[src/rtl/sync_fifo_reader.sv]
`default_nettype none
// ============================================================================
// Module   : sync_fifo_reader
// Purpose  : Read-side drain controller for sync_fifo. Issues FIFO reads only
//            when the 2-entry skid buffer is guaranteed to have room for the
//            word, captures the word returned by the FIFO's registered RAM one
//            cycle later, and re-presents it on a valid/ready stream at up to
//            one word per cycle.
// Ports    : clk        - sole clock, rising edge
//            rst        - asynchronous active-high reset
//            drain_en   - permits new FIFO reads while high
//            fifo_empty - FIFO empty flag
//            fifo_rd_en - FIFO read strobe (combinational)
//            fifo_data  - FIFO read data, valid the cycle after fifo_rd_en
//            m_valid    - output word valid
//            m_ready    - consumer accepts the word
//            m_data     - output word
//            rd_count   - count of accepted output words
// Options  : SYNC_FIFO_READER_STATS_EN - builds the 16-bit wrapping rd_count
//            counter; when undefined rd_count is tied to zero.
// Revision : 1.0 - initial release
// ============================================================================
module sync_fifo_reader #(
    parameter int WIDTH = 8
) (
    input  logic             clk,
    input  logic             rst,
    input  logic             drain_en,
    input  logic             fifo_empty,
    output logic             fifo_rd_en,
    input  logic [WIDTH-1:0] fifo_data,
    output logic             m_valid,
    input  logic             m_ready,
    output logic [WIDTH-1:0] m_data,
    output logic [15:0]      rd_count
);

    logic [1:0]       r_occ;        // words held in head/tail, 0..2
    logic             r_inflight;   // a FIFO word arrives on fifo_data this cycle
    logic [WIDTH-1:0] r_head;
    logic [WIDTH-1:0] r_tail;

    logic             w_pop;
    logic [1:0]       w_occ_after_pop;
    logic [1:0]       w_occ_next;

    assign w_pop = m_valid & m_ready;

    // A pop implies occ >= 1, so the subtraction never wraps.
    assign w_occ_after_pop = r_occ - {1'b0, w_pop};

    // occ + inflight is bounded by 2, so the sum always fits in two bits.
    assign w_occ_next = w_occ_after_pop + {1'b0, r_inflight};

    // A read issued now lands next cycle as inflight; requiring the next
    // occupancy to be below 2 reserves the slot that word will need.
    assign fifo_rd_en = drain_en & ~fifo_empty & ~rst & (w_occ_next < 2'd2);

    assign m_valid = (r_occ != 2'd0);
    assign m_data  = r_head;

    always_ff @(posedge clk or posedge rst) begin
        if (rst) begin
            r_occ      <= 2'd0;
            r_inflight <= 1'b0;
            r_head     <= '0;
            r_tail     <= '0;
        end else begin
            r_occ      <= w_occ_next;
            r_inflight <= fifo_rd_en;

            // Second word advances into head when the first is consumed.
            if (w_pop && (r_occ == 2'd2)) begin
                r_head <= r_tail;
            end

            // The arriving word goes to whichever slot is next in order once
            // this cycle's pop is accounted for. occ == 2 with inflight set is
            // unreachable, so this never collides with the tail-to-head move.
            if (r_inflight) begin
                if (w_occ_after_pop == 2'd0) begin
                    r_head <= fifo_data;
                end else begin
                    r_tail <= fifo_data;
                end
            end
        end
    end

`ifdef SYNC_FIFO_READER_STATS_EN
    logic [15:0] r_rd_count;

    always_ff @(posedge clk or posedge rst) begin
        if (rst) begin
            r_rd_count <= 16'd0;
        end else if (w_pop) begin
            r_rd_count <= r_rd_count + 16'd1;
        end
    end

    assign rd_count = r_rd_count;
`else
    assign rd_count = 16'd0;
`endif

endmodule

`default_nettype wire
[config.mk]
export PLATFORM = sky130hd
export DESIGN_NAME = sync_fifo_reader
export DESIGN_NICKNAME = d
export VERILOG_FILES = /design/src/rtl/sync_fifo_reader.sv
export SDC_FILE = /design/constraint.sdc
export NUM_CORES = 1
export LEC_CHECK = 0
export CAP_MARGIN = 20
export CORE_ASPECT_RATIO = 1.1
export CORE_MARGIN = 4
export CORE_UTILIZATION = 40
export DETAILED_ROUTE_END_ITERATION = 6
export PLACE_DENSITY = 0.75
export SLEW_MARGIN = 40
export SYNTH_ARGS = -nofsm -noshare
export SYNTH_HDL_FRONTEND = slang
export SYNTH_SLANG_ARGS = --single-unit
[constraint.sdc]
create_clock -name clk -period 5.4 [get_ports clk]
set_input_delay 0.54 -clock clk [delete_from_list [all_inputs] [get_ports clk]]
set_output_delay 0.54 -clock clk [all_outputs]
set_load 0.05 [all_outputs]
* Yosys cells after proc, flatten, opt, wreduce, memory -nomap -nowiden
Cells that the tools add are included.
** Word-level totals
- Register bits after elaboration :: 19
- Input port bits :: 13
** Operators by class
- $add $sub $neg :: 2
- Order comparisons :: 1
- Eq/ne operators :: 1
- Multiplexer cells :: 3
- Bitwise logic cells :: 7
- Reduce and logical (&&, ||, !) cells :: 4
** Operators by type and width (number)
- $mux W8 :: 3
- $and A1 B1 Y1 :: 4
- $not A1 Y1 :: 3
- $add A2 B1 Y2 :: 1
- $eq A2 B2 Y1 const B :: 1
- $logic_not A2 Y1 :: 1
- $lt A2 B2 Y1 const B :: 1
- $reduce_and A2 Y1 :: 1
- $reduce_bool A2 Y1 :: 1
- $sub A2 B1 Y2 :: 1
- $logic_and A1 B1 Y1 :: 1

* Logic depth before layout (Yosys ltp)
- Word-level depth :: 6
- Gate-level depth with buffers :: 9

* Worst setup path after synthesis
Ideal clock, no wire load.
- Kind :: reg-to-output
- Start point :: register r_occ[1]
- End point :: output fifo_rd_en
- Arrival time :: 3.625 ns
- Data required time :: 4.860 ns
- Setup slack :: 1.235 ns
- Stages on the path, launching flop included :: 10
- Buffers on the path :: 1
- Path through :: dfrtp_1 buf_4 or2_2 and2_1 ha_1 inv_2 ha_1 xnor2_1 xnor2_1 nor4b_1
** Between the ends
- Word-level cells in the longest chain between the ends :: 6
** RTL lines
- start: declaration :: RTL line 38 : logic [1:0] r_occ;
- start signal: assignment :: RTL line 69 : r_occ <= w_occ_next;
- $reduce_bool A2 Y1 :: RTL line 59 : assign m_valid = (r_occ != 2'd0);
- via m_valid :: RTL line 32 : output logic m_valid,
- $and A1 B1 Y1 :: RTL line 47 : assign w_pop = m_valid & m_ready;
- $sub A2 B1 Y2 :: RTL line 50 : assign w_occ_after_pop = r_occ - {1'b0, w_pop};
- $add A2 B1 Y2 :: RTL line 53 : assign w_occ_next = w_occ_after_pop + {1'b0, r_inflight};
- via w_occ_next[1] :: RTL line 45 : logic [1:0] w_occ_next;
- $lt A2 B2 Y1 :: RTL line 57 : assign fifo_rd_en = drain_en & ~fifo_empty & ~rst & (w_occ_next < 2'd2);
- $and A1 B1 Y1 :: RTL line 57
- end: declaration :: RTL line 30 : output logic fifo_rd_en,
The timed path passes the listed nets, and every way through them passes these cells.

* Worst setup path after layout
- Start point :: register r_occ[1]
- End point :: output fifo_rd_en
** Between the ends
- Word-level cells in the longest chain between the ends :: 6
** RTL lines (RTL line)
- $reduce_bool A2 Y1 :: 59
- $and A1 B1 Y1 :: 47
- $sub A2 B1 Y2 * :: 50
- $add A2 B1 Y2 * :: 53
- via w_occ_next[1] :: 45
- $lt A2 B2 Y1 * :: 57
- $and A1 B1 Y1 * :: 57
The timed path passes the listed nets; every way through them passes the cells marked *.

==> reports/results.tsv <==
stage	metric	value	unit
cts	H-tree lvl count	1	
route	via count	676	
cts	number of hold buffers added after CTS	0	
die	Die X	55.1	um
route	1st-pass router iterations	4	
finish	Reg area	475	um^2
finish	number of diodes	0	
cts	Root Driver	clkbuf_4	
finish	post-route insts no fill	145	
setup_path	CP required	4.86	ns
pwr	VDD IR max	0.260	mV
global_route	largest net degree at the start of global routing	20	
sta	Slew Viols, Final	0	
sta	Tcrit/Tclk final	0.723	
min_path	worst hold path stage count	1	
cts	Clock Pin Slew Worst Setup and Hold Paths	0.11	ns
place	placed cells	141	
yosys	Synth Register Bits	19	
setup_path	r2r startpoint	r_occ[1]	
setup_path	Top delay family on crit path	buffers and inverters	
route	antenna-violating nets left	0	
sta	Final Hold Viols	0	
finish	multi-input logic area	407	um^2
flow_run	number of max-cap violations	0	
sta	setup TNS	0	ns
cts	CTS tree	done	
yosys	Top FF cell, synth	dfrtp_1	
setup_path	reg2reg end	r_inflight	
die	Die Y	59.8	um
global_route	first-pass GRT wire length	2.62	mm
sta	Final Critical Period	3.90	ns
setup_path	CP cell instances	or2_2, and2_1, ha_1, inv_2, ha_1, xnor2_1, xnor2_1, nor4b_1, clkdlybuf4s50_1	
pwr	Pwr Total	0.680	mW
route	DR vias/cell	4.66	
cts	clock sinks	19	
cts	Post-CTS Setup Repair Bufs	0	
cts	post-CTS resize count	0	
place	dpl ws	1.61	ns
place	DP HPWL	1.31	mm
sta	Slew @ Worst Pin	0.715	ns
global_route	GRT Total Usage	0.110	
yosys	post-synthesis sequential area ratio	0.488	
place	placer's final routability congestion estimate	0.641	
die	Initial Util	0.424	
die	Ports	39	
setup_path	reg-to-reg slack, setup	3.10	ns
route	WL/cell	12.2	um
die	Die Area	3290	um^2
setup_path	critical path fanouts, max	6	
cts	worst skew pair latency	0.30	ns
sta	Slew HR	0.523	
global_route	global route total overflow	0	
setup_path	largest stage delay on the critical path	0.89	ns
sta	Final Worst Setup Slack	1.50	ns
finish	fin nets	131	
setup_path	Slowest cell on crit path	clkdlybuf4s50_1	
place	# port buffers	22	
die	core area	2300	um^2
pwr	PwrDens	577	nW/um^2
min_path	Hold WC Path Type	flop to flop	
outcome	status	finished, final reports clean	
min_path	Hold EP	r_tail[2]	
yosys	EDFF count, synth	0	
yosys	ys async rst share	1.00	
setup_path	Worst R2R Path Depth	8	
finish	share of cells above drive strength 1	0.130	
die	Std-Cell Rows	18	
min_path	hold_sp	r_tail[2]	
yosys	Syn Inst Count	93	
setup_path	crit path DAT	3.36	ns
global_route	initial antenna violation count	0	
route	residual DRC count	0	
yosys	Mean Syn Cell Area	10.5	um^2
route	drt total wl	1.77	mm
cts	TritonCTS Buffers	3	
finish	# fillers	209	
finish	Finished Core Util	0.513	
sta	RSZ-0062 raised after global routing	false	
setup_path	Levels on crit path	9	
finish	Area Overhead vs Synth	20.9	%
setup_path	Worst setup SP type	flop	
yosys	Post-Syn Area	975	um^2
setup_path	CP bufs+invs	2	
sta	Fmax achieved	256	MHz
global_route	vias in the first global route	617	
cts	Longest Clk Path Bufs	2	
yosys	Yosys warnings	0	
sta	final setup violation count	0	
setup_path	Crit Path Class	flop to output pin	
route	First DRT Iteration DRCs	13	
setup_path	CP Capture Type	output pin	
yosys	Unique masters post-synth	20	
pwr	Leak	0.555	nW
sta	clock skew	0.00114	ns
-- where the power goes --
group	switching, mW	internal, mW
Clock	0.0444	0.0276
Sequential	0.0412	0.209
Combinational	0.224	0.133
Total	0.310	0.370
-- layout by cell type (no fill, tap or decap) --
master / count
clkinv_2: 1
dfrtp_1: 19
ha_1: 2
nand3b_1: 1
and3b_1: 1
nor4b_1: 1
clkbuf_4: 3
mux2_2: 7
o21ai_4: 1
mux2_1: 1
nor2_1: 8
xnor2_1: 2
inv_1: 2
nand2_1: 16
a31oi_1: 8
clkdlybuf4s50_1: 22
nand3b_4: 1
or2_2: 1
conb_1: 16
and2_1: 1
inv_2: 1
-- sequential cells by signal (all words and copies together) (netlist names) --
| register | cells |
|---|---|
| r_inflight | 1 |
| r_tail | 8 |
| m_data | 8 |
| r_occ | 2 |
-- per-layer routing --
layer  up-vias  GRT usage  wire length [um]
met2        27      0.189               896
met1       328      0.128               703
met5         -          0                 0
li1        318          -                 -
met4         0     0.0417                26
met3         3     0.0274               141
-- layout make-up --
type,instances,share of cell area
sequential,19,0.403
timing repair buffer,22,0.187
inverter,3,0.00955
multi-input combinational,67,0.345
clock buffer,3,0.0191
tap,30,0.0318
clock inverter,1,0.00425
-- Yosys cell counts (2+ instances only) --
cell type	count	area [um^2]
nor2_1	8	30.0
ha_1	2	25.0
xnor2_1	2	17.5
dfrtp_1	19	475
inv_1	2	7.51
mux2_2	7	78.8
nand2_1	16	60.1
buf_2	2	10.0
a31oi_1	8	50.1
buf_4	17	128
-- worst register-to-register path, delay by kind of cell, from the launching register on --
family	cells	cell delay, ns
XOR/XNOR	2	0.27
buffers and inverters	1	0.07
AND/OR/NAND/NOR	3	0.82
flip-flops	1	0.48
adder cells (fa/ha/maj)	2	0.53
-- kinds of logic after synthesis --
kind of cell	count (synthesis)	share of synthesized area
and+or+nand+nor	30	0.151
buffers and inverters	22	0.153
muxes	8	0.0924
AOI/OAI and AO/OA	9	0.0680
adders and majority gates	2	0.0257
xor gates and xnor gates	2	0.0180
DFF	19	0.488
other	1	0.00385
-- worst max-delay path by stage --
| stage | from | endpoint | slack (ns) |
|---|---|---|---|
| 3_5_place_dp | m_ready | fifo_rd_en | 1.61 |
| 2_1_floorplan | r_occ[1] | fifo_rd_en | 1.23 |
| 5_1_grt | r_occ[1] | fifo_rd_en | 1.36 |
| 6_report | r_occ[1] | fifo_rd_en | 1.50 |
| 4_1_cts | r_occ[1] | fifo_rd_en | 1.47 |
| 3_3_place_gp | m_ready | fifo_rd_en | 1.69 |
-- metrics by stage --
stage,instance area [um^2],hold WS (ns)
after floorplan,1030,0.464
after global placement,1150,0.474
after detailed placement,1150,0.493
after CTS,1180,0.520
after global routing,1180,0.532
final,1180,0.516
No activity file was read; power rests on OpenSTA's default activity.
